$ cat src/rtl/prog_clock_divider_if.sv
// Bus bundle for prog_clock_divider: run enables, half-period write port and
// the per-channel clock / strobe / pending outputs.
// Optional feature macro: CLKDIV_SYNC_EN adds the 1-bit "sync" restart input.
// NCH and CW must match the parameters of the prog_clock_divider instance.
interface prog_clock_divider_if #(
    parameter int NCH = 4,
    parameter int CW  = 25
);
    localparam int CHW = (NCH > 1) ? $clog2(NCH) : 1;

    logic [NCH-1:0] en;
    logic           wr_en;
    logic [CHW-1:0] wr_ch;
    logic [CW-1:0]  wr_hp;
`ifdef CLKDIV_SYNC_EN
    logic           sync;
`endif
    logic [NCH-1:0] clk_out;
    logic [NCH-1:0] rise;
    logic [NCH-1:0] pend;

    // Controller side: drives enables and writes, observes the divided clocks.
    modport master (
        output en, wr_en, wr_ch, wr_hp,
`ifdef CLKDIV_SYNC_EN
        output sync,
`endif
        input  clk_out, rise, pend
    );

    // Divider side.
    modport slave (
        input  en, wr_en, wr_ch, wr_hp,
`ifdef CLKDIV_SYNC_EN
        input  sync,
`endif
        output clk_out, rise, pend
    );
endinterface

$ cat src/rtl/prog_clock_divider.sv
// Multi-channel programmable clock divider. Each channel divides clk_in by
// 2*hp, giving a 50% duty clk_out and a one-cycle rise strobe. Half-period
// writes to a running channel are held in a shadow register and take effect
// only at terminal count, so a half-period is never cut short.
// Optional feature macro: CLKDIV_SYNC_EN (phase-aligned restart of all
// channels through bus.sync).

// One divider channel.
module prog_clock_divider_ch #(
    parameter int CW     = 25,
    parameter int DEF_HP = 25000000
) (
    input  logic          clk_in,
    input  logic          rst_n,
    input  logic          en,
    input  logic          wr_hit,
    input  logic [CW-1:0] wr_val,
`ifdef CLKDIV_SYNC_EN
    input  logic          sync,
`endif
    output logic          clk_out,
    output logic          rise,
    output logic          pend
);
    logic [CW-1:0] cnt;
    logic [CW-1:0] hp;
    logic [CW-1:0] shadow;
    logic          tc;

    // hp is never 0 (writes of 0 are stored as 1), so hp-1 never wraps.
    assign tc = (cnt == hp - CW'(1));

    // Counter, output toggle and half-period update; sync > disable > TC > count.
    always_ff @(posedge clk_in or negedge rst_n) begin
        if (!rst_n) begin
            cnt     <= '0;
            hp      <= CW'(DEF_HP);
            shadow  <= '0;
            clk_out <= 1'b0;
            rise    <= 1'b0;
            pend    <= 1'b0;
        end else begin
`ifdef CLKDIV_SYNC_EN
            if (sync) begin
                // Restart from phase zero; any pending value is applied now.
                cnt     <= '0;
                clk_out <= 1'b0;
                rise    <= 1'b0;
                pend    <= 1'b0;
                if (wr_hit)
                    hp <= wr_val;
                else if (pend)
                    hp <= shadow;
            end else
`endif
            if (!en) begin
                // Idle: hold low, keep hp/shadow; a write goes straight to hp.
                cnt     <= '0;
                clk_out <= 1'b0;
                rise    <= 1'b0;
                if (wr_hit) begin
                    hp   <= wr_val;
                    pend <= 1'b0;
                end
            end else if (tc) begin
                // End of half-period: toggle and pick the next half-period.
                cnt     <= '0;
                clk_out <= ~clk_out;
                rise    <= ~clk_out;
                pend    <= 1'b0;
                if (wr_hit)
                    hp <= wr_val;
                else if (pend)
                    hp <= shadow;
            end else begin
                // Mid half-period: a write is parked in the shadow.
                cnt  <= cnt + CW'(1);
                rise <= 1'b0;
                if (wr_hit) begin
                    shadow <= wr_val;
                    pend   <= 1'b1;
                end
            end
        end
    end
endmodule

module prog_clock_divider #(
    parameter int NCH    = 4,
    parameter int CW     = 25,
    parameter int DEF_HP = 25000000
) (
    input  logic                clk_in,
    input  logic                rst_n,
    prog_clock_divider_if.slave bus
);
    localparam int CHW = (NCH > 1) ? $clog2(NCH) : 1;

    typedef struct packed {
        logic           vld;
        logic [CHW-1:0] ch;
        logic [CW-1:0]  hp;
    } wr_req_t;

    wr_req_t       wr_req;
    logic [CW-1:0] wr_val;

    assign wr_req = '{vld: bus.wr_en, ch: bus.wr_ch, hp: bus.wr_hp};
    // A half-period of 0 is meaningless; treat it as divide-by-2.
    assign wr_val = (wr_req.hp == '0) ? CW'(1) : wr_req.hp;

    // Channel array; a channel index >= NCH matches no channel and is dropped.
    for (genvar g = 0; g < NCH; g++) begin : g_ch
        logic wr_hit;
        assign wr_hit = wr_req.vld && (wr_req.ch == CHW'(g));

        prog_clock_divider_ch #(
            .CW     (CW),
            .DEF_HP (DEF_HP)
        ) u_ch (
            .clk_in  (clk_in),
            .rst_n   (rst_n),
            .en      (bus.en[g]),
            .wr_hit  (wr_hit),
            .wr_val  (wr_val),
`ifdef CLKDIV_SYNC_EN
            .sync    (bus.sync),
`endif
            .clk_out (bus.clk_out[g]),
            .rise    (bus.rise[g]),
            .pend    (bus.pend[g])
        );
    end
endmodule

$ cat src/flat_wrapper.sv
// flat-port wrapper written by rule: the top's interface ports become plain ports
module prog_clock_divider_flat 
#(
    parameter int NCH    = 4,
    parameter int CW     = 25,
    parameter int DEF_HP = 25000000
)
  (clk_in, rst_n, bus_en, bus_wr_en, bus_wr_ch, bus_wr_hp, bus_clk_out, bus_rise, bus_pend);
  prog_clock_divider_if #(.NCH(NCH), .CW(CW)) bus_i ();
  input  logic clk_in;
  input  logic rst_n;
  input wire logic [$bits(bus_i.en)-1:0] bus_en;
  input wire logic [$bits(bus_i.wr_en)-1:0] bus_wr_en;
  input wire logic [$bits(bus_i.wr_ch)-1:0] bus_wr_ch;
  input wire logic [$bits(bus_i.wr_hp)-1:0] bus_wr_hp;
  output wire logic [$bits(bus_i.clk_out)-1:0] bus_clk_out;
  output wire logic [$bits(bus_i.rise)-1:0] bus_rise;
  output wire logic [$bits(bus_i.pend)-1:0] bus_pend;
  assign bus_i.en = bus_en;
  assign bus_i.wr_en = bus_wr_en;
  assign bus_i.wr_ch = bus_wr_ch;
  assign bus_i.wr_hp = bus_wr_hp;
  assign bus_clk_out = bus_i.clk_out;
  assign bus_rise = bus_i.rise;
  assign bus_pend = bus_i.pend;
  prog_clock_divider #(.NCH(NCH), .CW(CW), .DEF_HP(DEF_HP)) u_core (.clk_in(clk_in), .rst_n(rst_n), .bus(bus_i));
endmodule
$ cat config.mk
export PLATFORM = sky130hd
export DESIGN_NAME = prog_clock_divider_flat
export DESIGN_NICKNAME = d
export VERILOG_FILES = /design/src/rtl/prog_clock_divider_if.sv /design/src/rtl/prog_clock_divider.sv /design/src/flat_wrapper.sv
export SDC_FILE = /design/constraint.sdc
export NUM_CORES = 1
export LEC_CHECK = 0
export CAP_MARGIN = 20
export CORE_MARGIN = 2
export CORE_UTILIZATION = 64
export CTS_CLUSTER_SIZE = 8
export DETAILED_ROUTE_END_ITERATION = 8
export PLACE_DENSITY = 0.82
export SYNTH_ARGS = -nofsm -noshare
export SYNTH_HDL_FRONTEND = slang
export SYNTH_HIERARCHICAL = 1
export SYNTH_SLANG_ARGS = --single-unit
$ cat constraint.sdc
create_clock -name clk_in -period 4.95 [get_ports clk_in]
set_clock_uncertainty 0.2 [all_clocks]
set_input_delay 0.99 -clock clk_in [delete_from_list [all_inputs] [get_ports clk_in]]
set_output_delay 0.99 -clock clk_in [all_outputs]
set_load 0.03 [all_outputs]
Yosys cells after proc, flatten, opt, wreduce, memory -nomap -nowiden

Cells that the tools add are included.

Flip-flop bits (word level): 312
Output and inout bits: 12
Logic and storage cells: 142
Bits of input ports: 34

Eq/ne operators: 15
Mux-type cells: 61
Add/subtract/negate cells: 8
Bitwise gates (word level): 8
Reduce and logical (&&, ||, !) cells: 26

Operators by type and width:

| cell                                                | count |
|---|---|
| two-way mux 25 bit                                  | 29 |
| adder 25 x 1 -> 25 bit, second input constant       | 4 |
| equality test 25 bit                                | 4 |
| subtractor 25 x 1 -> 25 bit, second input constant  | 4 |
| two-way mux 1 bit                                   | 32 |
| zero test 25 bit                                    | 1 |
| AND reduction 3 bit                                 | 8 |
| nonzero test 2 bit                                  | 8 |
| != test 3 bit, second input constant                | 4 |
| != test 2 x 1 -> 1 bit, second input constant       | 4 |
| inverter 1 bit                                      | 8 |
| AND reduction 2 bit                                 | 4 |
| equality test 2 bit, second input constant          | 2 |
| logical AND 1 bit                                   | 4 |
| equality test 2 x 1 -> 1 bit, second input constant | 1 |
| zero test 2 bit                                     | 1 |

Longest topological paths before layout

Depth in word-level cells: 5
Mapped depth: 13
Depth with buffers taken out: 9

Hierarchy

Netlist, hierarchy kept.

By module, submodules not included:

| module                                           | instances | area each (um^2) | cells an instance | seq. area each (um^2) |
|---|---|---|---|---|
| prog_clock_divider_ch at u_core.g_ch[2].u_ch ... | 2         | 5,372.7          | 581               | 1,966.9 |
| prog_clock_divider_ch at u_core.g_ch[0].u_ch ... | 2         | 4,849.7          | 479               | 1,966.9 |
| prog_clock_divider                               | 1         | 181.4            | 38                | 0.0 |

Least setup slack after synthesis

No wires, ideal clock.

Path type: reg-to-reg
From: register u_core.g_ch[2].u_ch.hp[17]
To: register u_core.g_ch[2].u_ch.shadow[10]
Arrival: 3,595 ps
Period minus slack after synthesis: 3,920 ps
Setup time: 125 ps
Slack: 1,030 ps
Required time: 4,625 ps
Cell stages (with the launch flop): 11
Path buffers: 3
Cell sequence: dfrtp_1 -> buf_2 -> or4_4 -> or4_1 -> a2111oi_2 -> o2111ai_1 -> or4_1 -> buf_6 -> o311ai_4 -> buf_6 -> mux2_4

Longest elaborated chain between the ends: 4

RTL lines:

| what                          | line                     | RTL |
|---|---|---|
| start, declared               | prog_clock_divider.sv:26 | `logic [CW-1:0] hp;` |
| start signal, assigned        | prog_clock_divider.sv:37 | `hp <= CW'(DEF_HP);` |
| start signal, assigned        | prog_clock_divider.sv:62 | `hp <= wr_val;` |
| start signal, assigned        | prog_clock_divider.sv:72 | `hp <= wr_val;` |
| subtractor 25 x 1 -> 25 bit   | prog_clock_divider.sv:31 | `assign tc = (cnt == hp - CW'(1));` |
| equality test 25 bit          | prog_clock_divider.sv:31 |  |
| inverter 1 bit (no line)      | -                        |  |
| AND reduction 3 bit (no line) | -                        |  |
| end signal, assigned          | prog_clock_divider.sv:80 | `shadow <= wr_val;` |
| end, declared                 | prog_clock_divider.sv:27 | `logic [CW-1:0] shadow;` |

No other way between the ends.
A chain may end at the register's enable or synchronous reset.

Worst setup path in the final report

From: register u_core.g_ch[2].u_ch.hp[10]
To: register u_core.g_ch[2].u_ch.shadow[2]

Same word-level chain as after synthesis.

==> results_dict.tcl <==
set metrics [dict create \
    fmax_mhz 235 \
    ir_drop_v 0.000390 \
    startpoint "u_core/g_ch[2].u_ch/hp[10]" \
    power.switching_uw 3670 \
    tightestPinTransition_ns 1.10 \
    crit_type "reg2reg" \
    root_buffer "clkbuf_16" \
    layout_min_cycle_time_ns 4.26 \
    drt_drc_violations_left 0 \
    rsz0062_at_grt "false" \
    grt_max_degree 112 \
    reg2reg_from "u_core/g_ch[2].u_ch/hp[10]" \
    leakagePower_uw 0.00926 \
    nets 2141 \
    grt_use_total_pct 32.3 \
    ys_ff_latch 312 \
    cts.path.max_buffers 3 \
    run_status "finished clean" \
    cts_hold_buf 0 \
    cellPowerDensity_nw_per_um2 439 \
    grt_pass1_vias 16600 \
    finalHoldViolCount 0 \
    internal_power_uw 6160 \
    path_clk_slew_ns 0.06 \
    post_cts_resized 0 \
    netlist-cell-type-count 73 \
    die_y_um 184 \
    crit_slowest_cell "nor3_1" \
    netlist_area_um2 20600 \
    area_delta_synth_final_pct 8.69 \
    worstSkewPairLatency_ns 0.58 \
    via_per_inst 6.88 \
    critPathLaunchType "flop" \
    drv_cap 0 \
    drive_gt1_share_pct 11.4 \
    drt_iter0_drc 1929 \
    rr_worst_depth 8 \
    swShare_pct 37.3 \
    ys_warn_count 6 \
    antenna_found_initial 2 \
    crit_arrival_ns 4.50 \
    setup_tns_ns 0 \
    drtPass1Iterations 7 \
    yosysSeqAreaShare_pct 38.1 \
    min_path_type "in2async" \
    p_comb_share_pct 31.9 \
    clock-sinks 312 \
    crit_fanout 25 \
    wirelength_mm 54.4 \
    post_drt_wl_per_cell_um 21.5 \
    grt_pass1_wl_mm 88.3 \
    core_um2 31600 \
    slew_viol_final 0 \
    dpl.hpwl_mm 35.0 \
    synth_edf_count 0 \
    htree_levels 2 \
    num_rows 65 \
    cts_setup_buffers 0 \
    setup_viol 0 \
    p_seq_share_pct 39.6 \
    crit_path_end_kind "flop" \
    crit_chain "nor3_1, nand3_1, a2111oi_0, o2111ai_1, or4_1, o311ai_4, buf_4, mux2_2" \
    cts_buffers 44 \
    start_util_pct 65.2 \
    via_count 17400 \
    cp.required_ns 5.19 \
    die_x_um 184 \
    ant_nets 0 \
    cpPeakStageDelay_ns 0.64 \
    synth_area_per_cell_um2 9.56 \
    tritoncts "done" \
    slew_headroom_pct 26.9 \
    gp_congestion 0.928 \
    whs_ns 0.246 \
    die-area_um2 33700 \
    io_pins 46 \
    clock_power_share_pct 28.4 \
    port_buffers 45 \
    synthArstFlopShare_pct 100 \
    fin_crit_sh_pct 86.1 \
    grt_overflow 0 \
    synth-main-ff-cell "dfrtp_1" \
    syn_nets 2200 \
    synthCells 2158 \
]
==> power by group through the flow <==
stage	Combinational, uW	Clock [uW]	Sequential, uW
global placement	2970	0	3860
floorplan	2630	0	3450
finish	3140	2800	3900
global route	3410	2950	3960
detailed placement	3050	0	3900
CTS	3080	2850	3870
==> critical path: cells and delay by family (launching register included) <==
family | cells | cell delay, ns
and+or+nand+nor | 3 | 1.61
AOI/OAI and AO/OA | 3 | 1.04
DFF | 1 | 0.45
buffers and inverters | 1 | 0.44
muxes | 1 | 0.38
==> synth_stat cells (10+ instances only) <==
library cell    n  area (um^2)
a211oi_1       12         90.1
a211o_1        54          473
mux2_1         50          563
nor4_1        141          882
nand2b_1       52          325
dfstp_2        48         1260
nand2_1       122          458
nand3_1        46          230
dfrtp_1       264         6610
o221ai_1       50          438
buf_2          26          130
mux2_4         40          601
nand3b_1       54          405
a22o_1         50          438
xnor2_1        90          788
and3_1         35          219
or4_1          22          165
a21oi_1        68          340
o21ai_0        22          110
mux2_2         10          113
o2111ai_1      10         87.6
mux2i_1       112         1120
nand4_1        39          244
clkbuf_1      150          563
xor2_1        114          998
inv_1          22         82.6
nand4b_1       10         87.6
nor2_1        157          589
or3_1          16          100
nor3_1         96          480
buf_6          12          135
==> area by class of cell <==
type,instances,area [um^2]
Sequential cell,312,7870
Clock buffer,73,1230
Multi-Input combinational cell,1624,11800
Inverter,22,82.6
Clock inverter,2,17.5
Fill cell,2304,9220
Tap cell,402,503
Antenna cell,1,2.50
Timing Repair Buffer,95,876
==> sequential cells by signal, indices dropped and copies added, names as in the netlist <==
signal	cells
u_core/g_ch.u_ch/hp	100
u_core/g_ch.u_ch/clk_out	4
u_core/g_ch.u_ch/pend	4
u_core/g_ch.u_ch/rise	4
u_core/g_ch.u_ch/shadow	100
u_core/g_ch.u_ch/cnt	100
==> worst paths after layout <==
check | to | slack, ns
min reg2reg | u_core/g_ch[2].u_ch/rise | 0.27
max reg2reg | u_core/g_ch[2].u_ch/shadow[2] | 0.69
min | u_core/g_ch[2].u_ch/cnt[5] | 0.25
max | u_core/g_ch[2].u_ch/shadow[2] | 0.69
min in group clk_in | u_core/g_ch[2].u_ch/rise | 0.27
max in group asynchronous | u_core/g_ch[1].u_ch/hp[16] | 3.23
==> through the flow <==
step	setup WS (ns)	utilization [%]	cells	cell area, um^2	total power, uW
2_1_floorplan	1.03	-	2158	20600	6080
3_3_place_gp	0.857	66.8	2454	21100	6830
3_5_place_dp	0.791	66.8	2454	21100	6950
4_1_cts	0.759	70.8	2529	22400	9790
5_1_grt	0.339	70.9	2530	22400	10300
6_report	0.690	70.9	2531	22400	9830
==> cells by family (layout without fill, tap and decap cells) <==
group / Yosys count / after routing / synth area share (%)
buffers and inverters: 222 / 192 / 4.74
AOI/OAI and AO/OA: 349 / 349 / 13.3
and+or+nand+nor: 851 / 851 / 23.0
xor gates and xnor gates: 204 / 204 / 8.66
other: 0 / 1 / 0
DFF: 312 / 312 / 38.1
muxes: 212 / 212 / 11.6
adders and majority gates: 8 / 8 / 0.485
==> per-layer routing <==
layer  wire, um  GRT usage, %
met5         16             0
met1      23200          45.1
met3       3900          5.21
met2      26000          51.5
met4       1300          10.9
==> cell usage in the layout (no fill, tap or decap), types with 16 or more instances in the layout <==
cell	Yosys	final
a211o_1	54	54
mux2_4	40	40
mux2i_1	112	112
o221ai_1	50	50
a22o_1	50	50
nand3_1	46	46
nand2_1	122	122
nand2b_1	52	52
clkbuf_1	150	28
and3_1	35	35
nor2_1	157	157
buf_4	6	47
nor4_1	141	141
dfstp_2	48	48
clkdlybuf4s50_1	0	44
or3_1	16	16
nand4_1	39	39
mux2_1	50	50
xnor2_1	90	90
nand3b_1	54	54
nor3_1	96	94
or4_1	22	22
inv_1	22	22
dfrtp_1	264	264
xor2_1	114	114
clkbuf_16	0	45
o21ai_0	22	22
a21oi_1	68	64
(Power assumes the default switching activity.)
